## config.mk

```make
export PLATFORM = sky130hd
export DESIGN_NAME = alu_seq
export DESIGN_NICKNAME = d
export VERILOG_FILES = /design/src/rtl/alu_pkg.sv /design/src/rtl/alu_seq_muldiv_iter.sv /design/src/rtl/alu_seq.sv
export SDC_FILE = /design/constraint.sdc
export NUM_CORES = 1
export LEC_CHECK = 0
export BUFFER_PORTS_ARGS = -buffer_cell sky130_fd_sc_hd__buf_2
export CAP_MARGIN = 15
export CORE_MARGIN = 3
export CORE_UTILIZATION = 30
export CTS_CLUSTER_DIAMETER = 60
export DETAILED_ROUTE_END_ITERATION = 8
export PLACE_DENSITY = 0.55
export SYNTH_ARGS = -nofsm -noshare
export SYNTH_HDL_FRONTEND = slang
export SYNTH_SLANG_ARGS = --single-unit
```

## constraint.sdc

```tcl
create_clock -name clk -period 13.5 [get_ports clk]
set_input_delay 0 -clock clk [delete_from_list [all_inputs] [get_ports clk]]
set_output_delay 0 -clock clk [all_outputs]
set_load 0.01 [all_outputs]
```

## src/rtl/alu_pkg.sv

```systemverilog
// Shared types for the sequential MIPS ALU: opcode encoding and mul/div sequencer states.
package alu_pkg;

   typedef enum logic [3:0] {
      OP_AND   = 4'h0,
      OP_OR    = 4'h1,
      OP_ADD   = 4'h2,
      OP_SLTU  = 4'h3,
      OP_ANDN  = 4'h4,
      OP_ORN   = 4'h5,
      OP_SUB   = 4'h6,
      OP_SLT   = 4'h7,
      OP_MULT  = 4'h8,
      OP_MULTU = 4'h9,
      OP_DIV   = 4'hA,
      OP_DIVU  = 4'hB,
      OP_MFHI  = 4'hC,
      OP_MFLO  = 4'hD,
      OP_RSV_E = 4'hE,
      OP_RSV_F = 4'hF
   } alu_op_e;

   typedef enum logic [1:0] {
      IDLE = 2'd0,
      MUL  = 2'd1,
      DIV  = 2'd2
   } muldiv_state_e;

   function automatic logic is_muldiv(input alu_op_e op);
      return op inside {OP_MULT, OP_MULTU, OP_DIV, OP_DIVU};
   endfunction

   function automatic logic is_mul(input alu_op_e op);
      return op inside {OP_MULT, OP_MULTU};
   endfunction

endpackage

```

## src/rtl/alu_seq_muldiv_iter.sv

```systemverilog
// Iterative multiply/divide core: WIDTH-cycle shift-add multiply and restoring divide on
// operand magnitudes, with sign correction and the divide special cases applied on the last step.
module muldiv_iter
   import alu_pkg::*;
#(
   parameter int WIDTH = 32,
   parameter int CNT_W = $clog2(WIDTH + 1)
) (
   input  logic             clk,
   input  logic             reset,
   input  logic             start,
   input  alu_op_e          op,
   input  logic [WIDTH-1:0] a,
   input  logic [WIDTH-1:0] b,
   output logic             busy,
   output logic             done,
   output logic [WIDTH-1:0] hi_res,
   output logic [WIDTH-1:0] lo_res,
   output logic             ovf_res
);

   localparam logic [WIDTH-1:0] MIN_V = {1'b1, {(WIDTH-1){1'b0}}};

   muldiv_state_e      state;
   logic [CNT_W-1:0]   cnt;
   logic [WIDTH-1:0]   m;
   logic [2*WIDTH-1:0] acc;
   logic               neg;
   logic               rneg;
   logic               dz;
   logic               dovf;
   logic [WIDTH-1:0]   a_save;

   logic               sgn;
   logic               a_neg;
   logic               b_neg;
   logic [WIDTH-1:0]   a_mag;
   logic [WIDTH-1:0]   b_mag;

   logic [WIDTH:0]     mul_sum;
   logic [WIDTH:0]     r_sh;
   logic               ge;
   logic [WIDTH-1:0]   diff;
   logic [2*WIDTH-1:0] acc_n;
   logic [2*WIDTH-1:0] prod;
   logic [WIDTH-1:0]   quo;
   logic [WIDTH-1:0]   rem;

   always_comb begin
      sgn   = (op == OP_MULT) || (op == OP_DIV);
      a_neg = sgn & a[WIDTH-1];
      b_neg = sgn & b[WIDTH-1];
      a_mag = a_neg ? -a : a;
      b_mag = b_neg ? -b : b;
   end

   // acc holds {partial product, multiplier} for MUL and {remainder, dividend/quotient} for DIV.
   // The remainder never exceeds WIDTH bits, so only the compare needs the extra shifted-out bit.
   always_comb begin
      mul_sum = {1'b0, acc[2*WIDTH-1:WIDTH]} + (acc[0] ? {1'b0, m} : '0);
      r_sh    = acc[2*WIDTH-1:WIDTH-1];
      ge      = r_sh >= {1'b0, m};
      diff    = r_sh[WIDTH-1:0] - m;
      if (state == MUL)
         acc_n = {mul_sum, acc[WIDTH-1:1]};
      else if (ge)
         acc_n = {diff, acc[WIDTH-2:0], 1'b1};
      else
         acc_n = {r_sh[WIDTH-1:0], acc[WIDTH-2:0], 1'b0};
   end

   always_comb begin
      prod = neg ? -acc_n : acc_n;
      quo  = neg ? -acc_n[WIDTH-1:0] : acc_n[WIDTH-1:0];
      rem  = rneg ? -acc_n[2*WIDTH-1:WIDTH] : acc_n[2*WIDTH-1:WIDTH];
      busy = (state != IDLE);
      done = busy && (cnt == '0);
      if (state == MUL) begin
         hi_res  = prod[2*WIDTH-1:WIDTH];
         lo_res  = prod[WIDTH-1:0];
         ovf_res = 1'b0;
      end else if (dz) begin
         hi_res  = a_save;
         lo_res  = '1;
         ovf_res = 1'b0;
      end else begin
         hi_res  = rem;
         lo_res  = quo;
         ovf_res = dovf;
      end
   end

   always_ff @(posedge clk or posedge reset) begin
      if (reset) begin
         state  <= IDLE;
         cnt    <= '0;
         m      <= '0;
         acc    <= '0;
         neg    <= 1'b0;
         rneg   <= 1'b0;
         dz     <= 1'b0;
         dovf   <= 1'b0;
         a_save <= '0;
      end else begin
         case (state)
            IDLE: begin
               if (start) begin
                  state  <= is_mul(op) ? MUL : DIV;
                  cnt    <= CNT_W'(WIDTH - 1);
                  m      <= is_mul(op) ? a_mag : b_mag;
                  acc    <= {{WIDTH{1'b0}}, (is_mul(op) ? b_mag : a_mag)};
                  neg    <= a_neg ^ b_neg;
                  rneg   <= a_neg;
                  dz     <= !is_mul(op) && (b == '0);
                  dovf   <= (op == OP_DIV) && (a == MIN_V) && (b == '1);
                  a_save <= a;
               end
            end
            MUL, DIV: begin
               acc <= acc_n;
               if (cnt == '0) begin
                  state <= IDLE;
               end else begin
                  cnt <= cnt - 1'b1;
               end
            end
            default: state <= IDLE;
         endcase
      end
   end

endmodule

```

## src/rtl/alu_seq.sv

```systemverilog
// EX-stage ALU: registered single-cycle ops, HI/LO architectural registers, and a
// valid/ready handshake that stalls issue while the iterative mul/div core is busy.
module alu_seq
   import alu_pkg::*;
#(
   parameter  int WIDTH = 32,
   localparam int CNT_W = $clog2(WIDTH + 1)
) (
   input  logic             clk,
   input  logic             reset,
   input  logic             in_valid,
   output logic             in_ready,
   input  logic [3:0]       op,
   input  logic [WIDTH-1:0] a,
   input  logic [WIDTH-1:0] b,
   output logic             out_valid,
   output logic [WIDTH-1:0] y,
   output logic             zero,
   output logic             ovf,
   output logic [WIDTH-1:0] hi,
   output logic [WIDTH-1:0] lo
);

   alu_op_e          opc;
   logic             accept;
   logic             md_op;
   logic             md_busy;
   logic             md_done;
   logic [WIDTH-1:0] md_hi;
   logic [WIDTH-1:0] md_lo;
   logic             md_ovf;

   logic [WIDTH-1:0] sum;
   logic [WIDTH-1:0] dif;
   logic [WIDTH-1:0] r;
   logic             r_ovf;

   assign opc      = alu_op_e'(op);
   assign in_ready = !md_busy;
   assign accept   = in_valid && in_ready;
   assign md_op    = is_muldiv(opc);

   muldiv_iter #(
      .WIDTH (WIDTH),
      .CNT_W (CNT_W)
   ) u_muldiv (
      .clk     (clk),
      .reset   (reset),
      .start   (accept && md_op),
      .op      (opc),
      .a       (a),
      .b       (b),
      .busy    (md_busy),
      .done    (md_done),
      .hi_res  (md_hi),
      .lo_res  (md_lo),
      .ovf_res (md_ovf)
   );

   always_comb begin
      sum   = a + b;
      dif   = a - b;
      r     = '0;
      r_ovf = 1'b0;
      case (opc)
         OP_AND:  r = a & b;
         OP_OR:   r = a | b;
         OP_ADD: begin
            r     = sum;
            r_ovf = (a[WIDTH-1] == b[WIDTH-1]) && (sum[WIDTH-1] != a[WIDTH-1]);
         end
         OP_SLTU: r = WIDTH'(a < b);
         OP_ANDN: r = a & ~b;
         OP_ORN:  r = a | ~b;
         OP_SUB: begin
            r     = dif;
            r_ovf = (a[WIDTH-1] != b[WIDTH-1]) && (dif[WIDTH-1] != a[WIDTH-1]);
         end
         OP_SLT:  r = WIDTH'($signed(a) < $signed(b));
         OP_MFHI: r = hi;
         OP_MFLO: r = lo;
         default: r = '0;
      endcase
   end

   // A mul/div completion and a new accept cannot coincide: in_ready is low until done.
   always_ff @(posedge clk or posedge reset) begin
      if (reset) begin
         out_valid <= 1'b0;
         y         <= '0;
         zero      <= 1'b1;
         ovf       <= 1'b0;
         hi        <= '0;
         lo        <= '0;
      end else begin
         out_valid <= 1'b0;
         if (md_done) begin
            out_valid <= 1'b1;
            y         <= md_lo;
            zero      <= (md_lo == '0);
            ovf       <= md_ovf;
            hi        <= md_hi;
            lo        <= md_lo;
         end else if (accept && !md_op) begin
            out_valid <= 1'b1;
            y         <= r;
            zero      <= (r == '0);
            ovf       <= r_ovf;
         end
      end
   end

endmodule

```

Yosys cells after proc, flatten, opt, wreduce, memory -nomap -nowiden
Cells that the tools add are included.
- $add $sub $neg: 10
- order comparisons: 3
- eq/ne operators: 24
- muxes and demuxes: 35
- bitwise logic cells: 8
- reductions and logical operators: 29
- operators by type and width (kind ; number):
    $mux 32 ; 13
    $pmux 32 s10 ; 1
    $mux 64 ; 4
    $neg 32->32 ; 4
    $pmux 64 s2 ; 1
    $logic_not 32->1 ; 3
    $and 32x32->32 ; 2
    $eq 32x32->1 const B ; 2
    $lt 32x32->1 ; 2
    $neg 64->64 ; 1
    $or 32x32->32 ; 2
    $sub 32x32->32 ; 2
    $add 32x33->33 ; 1
    $ge 33x32->1 ; 1
    $add 32x32->32 ; 1
    $not 32->32 ; 1
    $eq 4x4->1 const B ; 6
    $eq 4x3->1 const B ; 4
    $mux 6 ; 2
    $pmux 6 s2 ; 1
    $logic_and 1x1->1 ; 9
    $eq 4x2->1 const B ; 2
    $mux 1 ; 8
    $reduce_bool 2->1 ; 4
    22 further kinds ; 32
- register bits after elaboration: 239
- input bits: 71
- output and inout bits: 100
- word-level logic and storage cells: 124

Depth between registers and ports, before layout
- depth in word-level cells: 9
- depth in mapped cells: 26
- gate-level depth less buffers: 24

By module
A second synthesis with hierarchy kept.
- cells, all modules: 3309
- area, all modules: 25206.7 um^2
- by module, submodules not included (module ; times used ; cells an instance ; area each (um^2)):
    muldiv_iter ; 1 ; 2132 ; 15926.5
    alu_seq ; 1 ; 1177 ; 9280.2

Worst setup path before layout
OpenSTA, ideal clock, no wires.
- path type: register -> register
- start: register u_muldiv.state[1]
- end: register hi[24]
- library setup time: 0.131 ns
- arrival: 5.117 ns
- data required time: 13.369 ns
- slack: 8.252 ns
- cell stages (with the launch flop): 22
- buffers on the path: 8
- clock period less this slack: 5.248 ns
- cells stage by stage: dfrtp_1 -> inv_1 -> ha_1 -> buf_1 -> clkbuf_1 -> buf_2 -> buf_2 -> buf_2 -> buf_2 -> buf_1 -> clkbuf_1 -> o21ai_0 -> inv_1 -> ha_1 -> inv_1 -> nor4_1 -> o211ai_2 -> or4b_4 -> o31ai_1 -> xor2_1 -> a221oi_1 -> o21ai_1
- word-level cells in the longest chain between the ends: 6
- elaborated cells on any way between the ends: 10
- those cells by class: add/sub: 2; eq/ne: 1; mux: 5; reduce/logical: 2
- RTL lines (element ; RTL line ; source):
    from (decl) ; alu_seq_muldiv_iter.sv:24 ; muldiv_state_e state;
    from (signal assigned) ; alu_seq_muldiv_iter.sv:108 ; state <= is_mul(op) ? MUL : DIV;
    $eq 2x1->1 ; alu_seq_muldiv_iter.sv:64, alu_seq_muldiv_iter.sv:78 ;
    $mux 64 ; alu_seq_muldiv_iter.sv:64 ; if (state == MUL)
    $neg 32->32 ; alu_seq_muldiv_iter.sv:75 ; rem = rneg ? -acc_n[2*WIDTH-1:WIDTH] : acc_n[2*WIDTH-1:WIDTH];
    $mux 32 ; alu_seq_muldiv_iter.sv:75 ;
    $mux 32 ; alu_seq_muldiv_iter.sv:82 ; end else if (dz) begin
    $mux 32 ; alu_seq_muldiv_iter.sv:78 ; if (state == MUL) begin
    to (signal assigned) ; alu_seq.sv:102 ; hi <= md_hi;
    to (decl) ; alu_seq.sv:20 ; output logic [WIDTH-1:0] hi,
Several ways; a longest one is shown, not always the timed one.
A chain may end at the register's enable or synchronous reset.

Final worst setup path
- start: register u_muldiv.acc[39]
- end: register hi[24]
- word-level cells in the longest chain between the ends: 7
- elaborated cells on any way between the ends: 11
- those cells by class: add/sub: 4; order compare: 1; mux: 6
- RTL lines (element ; RTL line ; source):
    from (decl) ; alu_seq_muldiv_iter.sv:27 ; logic [2*WIDTH-1:0] acc;
    from (signal assigned) ; alu_seq_muldiv_iter.sv:111 ; acc <= {{WIDTH{1'b0}}, (is_mul(op) ? b_mag : a_mag)};
    from (signal assigned) ; alu_seq_muldiv_iter.sv:120 ; acc <= acc_n;
    $sub 32x32->32 / $ge 33x32->1 (equally long branches) ; alu_seq_muldiv_iter.sv:63, alu_seq_muldiv_iter.sv:62 ;
    $mux 64 ; alu_seq_muldiv_iter.sv:66 ; else if (ge)
    $mux 64 (*) ; alu_seq_muldiv_iter.sv:64 ;
    $neg 32->32 ; alu_seq_muldiv_iter.sv:75 ;
    $mux 32 ; alu_seq_muldiv_iter.sv:75 ;
    $mux 32 ; alu_seq_muldiv_iter.sv:82 ;
    $mux 32 (*) ; alu_seq_muldiv_iter.sv:78 ;
Mark *: on every way between the ends. The rest lies on a longest branch, timed or not.

==> results.toml <==
[placed_design]
placed_cells = 4255
place_hpwl_mm = 83.87
gp_congestion = 0.9464
portBuffers = 170

[setup_path]
path_buf_inv = 1
crit_chain = "ha_1 > a21oi_1 > o21ai_1 > and3_1 > nor3_2 > a2111o_1 > nand3_1 > and2_1 > inv_1 > ha_1 > o211ai_1 > or3_1 > nor3_1 > nand3_1 > nor2_1 > nand2_1 > or4b_4 > o31ai_1 > xor2_1 > a221oi_1 > o21ai_1"
critPathMaxFanout = 18
crit_arrival_ns = 7.21
start_kind = "flop"
crit_slowest_cell = "a2111o_1"
r2r_slack_ns = 6.69
worstSetupPathType = "flop to flop"
critPathCaptureType = "flop"
critical-path-top-delay-family = "simple AND/OR/NAND/NOR gates"
required_ns = 13.90
slowest_delay_ns = 0.74

[logic_synthesis]
synth_area_sq_um = 24080
synth-seq-cells = 239
ys.flop_type = "dfrtp_1"
syn_nets = 3409
synth-edff-count = 0
synth_top_family_by_area = "compound AO/OA/AOI/OAI gates"
yosysSeqAreaShare_pct = 24.85
yosysWarningCount = 0
synth_cells = 3198
synth.avg_cell_area_sq_um = 7.528
synth_simple_gate_area_share_pct = 21.72
synth_compound_area_share_pct = 27.80
synthArstFlopShare_pct = 100.0
synthDistinctLibCells = 111
synth_fa_ha_area_share_pct = 8.315
synth.area.mux_share_pct = 2.562
synthXorXnorAreaFrac_pct = 9.022

[finish]
syn2layout_area_growth_pct = 14.05
fin_nets = 3493
multiInputGateArea_sq_um = 16810
register_area_sq_um = 5982
instances_no_fill = 4365
final_util_pct = 34.65
drive_gt1_share_pct = 10.79
nFillCells = 8484

[cts]
post_cts_resized = 0
clock_latency_ns = 0.58
numClockSinks = 239
h-tree-depth = 2
cts-buffers-inserted = 36
cts_buffer_depth = 3
ctsHoldBuffers = 39
cts_root_buf = "clkbuf_16"
cts_setup_buffers = 0
cts_tree = "built"
clk_pin_slew_ns = 0.06

[timing]
timing.final.crit_period_ns = 6.810
hold_viol = 0
grt_setup_unrepaired = "no"
drv_slew = 0
final.setup.tns_ns = 0
setup_viol = 0
relSlewSlack_pct = 24.69
max_freq_mhz = 146.8
skew_ns = 0.02945
max_slew.worst_pin.slew_ns = 1.130
layout_worst_path_cycle_share_pct = 50.44

[hold_path]
min_path_type = "input pin to flop"

[die]
die_area_sq_um = 83690
core-area_sq_um = 79260
row_count = 103
io_pins = 171
initial_core_util_pct = 30.38
die-height_um = 289.3
die_x_um = 289.3

[global_route]
use_met3_pct = 6.074
met2_usage_pct = 37.87
grt_use_met1_pct = 35.93
grt_max_degree = 107
grt_pass1_vias = 23950
antenna_found_initial = 12
grt_pass1_wl_mm = 162.1
grt-busiest-layer = "met2"
grt_usage_pct = 25.82
grt_remaining_overflow = 0

[route]
first_iter_violations = 3042
drt_wl_total_mm = 111.2
drc = 0
num_vias = 25770
viasPerCell = 5.904
first_pass_iters = 9
ant_nets = 0
wl_per_cell_um = 25.48

[pwr]
internal_power_mw = 2.797
pwr-share-seq_pct = 20.8
power.net_switching_mw = 2.916
vdd_drop_max_v = 0.00009772
clock_power_share_pct = 17.6
switching_share_pct = 51.05
combinationalPowerShare_pct = 61.6
total_leakage_power_nw = 11.60
power_density_nw_per_um2 = 208.1

[outcome]
status = "finished, final reports clean"

[run]
drv_cap = 0
power by group through the flow:
| stage | Combinational [mW] | Clock, mW | Sequential, mW |
|---|---|---|---|
| after floorplan | 2.41 | 0 | 1.13 |
| after global placement | 3.45 | 0 | 1.19 |
| after detailed placement | 3.44 | 0 | 1.19 |
| after CTS | 3.47 | 1.02 | 1.18 |
| after global routing | 3.84 | 1.05 | 1.21 |
| final | 3.52 | 1.00 | 1.19 |
sequential cells by signal (all words and copies together), names as in the netlist, 2 cells and up:
register         cells
u_muldiv.acc        64
hi                  32
lo                  32
u_muldiv.a_save     32
u_muldiv.m          32
y                   32
u_muldiv.cnt         6
u_muldiv.state       2
cell families after synthesis:
logic type,count (synthesis)
DFF,239
and+or+nand+nor,1118
buffers and inverters,350
xor gates and xnor gates,248
adders and majority gates,162
muxes,60
AOI/OAI and AO/OA,1021
area by class of cell:
| class | instances | share of cell area [%] |
|---|---|---|
| Sequential cell | 239 | 21.79 |
| Clock inverter | 16 | 0.7518 |
| Antenna cell | 7 | 0.06379 |
| Multi-Input combinational cell | 2609 | 61.21 |
| Inverter | 147 | 2.037 |
| Clock buffer | 48 | 3.746 |
| Tap cell | 1050 | 4.784 |
| Timing Repair Buffer | 249 | 5.623 |
worst reg2reg max path, stage by stage (launching register included):
cell	delay [ns]
dfrtp_1	0.44
ha_1	0.44
a21oi_1	0.16
o21ai_1	0.10
and3_1	0.24
nor3_2	0.53
a2111o_1	0.74
nand3_1	0.31
and2_1	0.27
inv_1	0.20
ha_1	0.25
o211ai_1	0.12
or3_1	0.44
nor3_1	0.24
nand3_1	0.12
nor2_1	0.20
nand2_1	0.33
or4b_4	0.70
o31ai_1	0.30
xor2_1	0.11
a221oi_1	0.30
o21ai_1	0.09
synthesized netlist by cell type, drive strengths merged (8+ instances only):
cell / instances / area, sq um
a2111oi: 12 / 130.1
a211oi: 33 / 252.7
a21boi: 10 / 75.07
a21o: 51 / 382.9
a21oi: 262 / 1326
a221o: 16 / 160.2
a221oi: 14 / 146.4
a222oi: 25 / 250.2
a22o: 15 / 131.4
a22oi: 16 / 120.1
a31o: 8 / 70.07
a31oi: 38 / 237.7
and2: 49 / 309.1
and3: 15 / 93.84
buf: 42 / 224.0
clkbuf: 161 / 604.3
dfrtp: 238 / 5956
ha: 136 / 1702
inv: 146 / 548.0
maj3: 22 / 220.2
mux2: 10 / 112.6
mux2i: 50 / 504.2
nand2: 461 / 1738
nand2b: 25 / 163.9
nand3: 61 / 305.3
nand3b: 11 / 86.33
nand4: 39 / 244.0
nor2: 255 / 964.7
nor2b: 11 / 68.82
nor3: 78 / 400.4
nor3b: 13 / 97.59
nor4: 33 / 212.7
o211ai: 46 / 350.3
o21a: 21 / 157.7
o21ai: 285 / 1430
o21bai: 21 / 157.7
o221ai: 18 / 157.7
o311ai: 12 / 112.6
o31ai: 35 / 272.8
o41ai: 14 / 130.1
or2: 13 / 83.83
or3: 16 / 100.1
or4: 12 / 93.84
xnor2: 133 / 1165
xor2: 115 / 1007
layer usage:
metal,vias to the layer above,share of wire (%)
met2,1240,43
met5,-,0.10
met1,12520,44
li1,11770,-
met4,6,4.5
met3,234,9.2
path summary, 6_finish.rpt:
kind                                startpoint             endpoint  cells past startpoint
setup / recovery              u_muldiv.acc[39]               hi[24]                     21
hold / removal                            b[0]        u_muldiv.m[0]                      3
setup reg to reg              u_muldiv.acc[39]               hi[24]                     21
hold reg to reg            u_muldiv.a_save[18]  u_muldiv.a_save[18]                      2
max in group asynchronous                reset     u_muldiv.acc[62]                      5
min in group asynchronous                reset      u_muldiv.cnt[0]                      3
layout by cell type, fill, tap and decap left out, drive strengths merged, types with 13 or more instances in the layout:
cell type,n
o41ai,14
a31oi,38
a221o,16
o21a,21
mux2i,50
nor4,33
o31ai,35
inv,149
a21oi,262
xnor2,133
a211oi,33
nand2,461
nor3,78
o21bai,21
o21ai,285
dfrtp,238
and2,49
nor2,255
o211ai,46
ha,136
or3,16
xor2,115
clkbuf,48
dlygate4sd3,39
maj3,22
nand3,61
buf,210
nand4,39
a221oi,14
or2,13
a222oi,25
a21o,51
nand2b,25
nor3b,13
a22oi,16
and3,15
a22o,15
o221ai,18
stage by stage:
step           worst slack [ns]  power, mW  cell area (sq um)  hold WS, ns
2_1_floorplan             6.942      3.539              24080       0.1054
3_3_place_gp              7.102      4.634              25820       0.2111
3_5_place_dp              6.915      4.633              25820       0.2179
4_1_cts                   6.827      5.666              27440     0.004447
5_1_grt                   6.286      6.096              27450      0.07481
6_report                  6.690      5.713              27460      0.03812
Power figures use the tool's default switching activity.
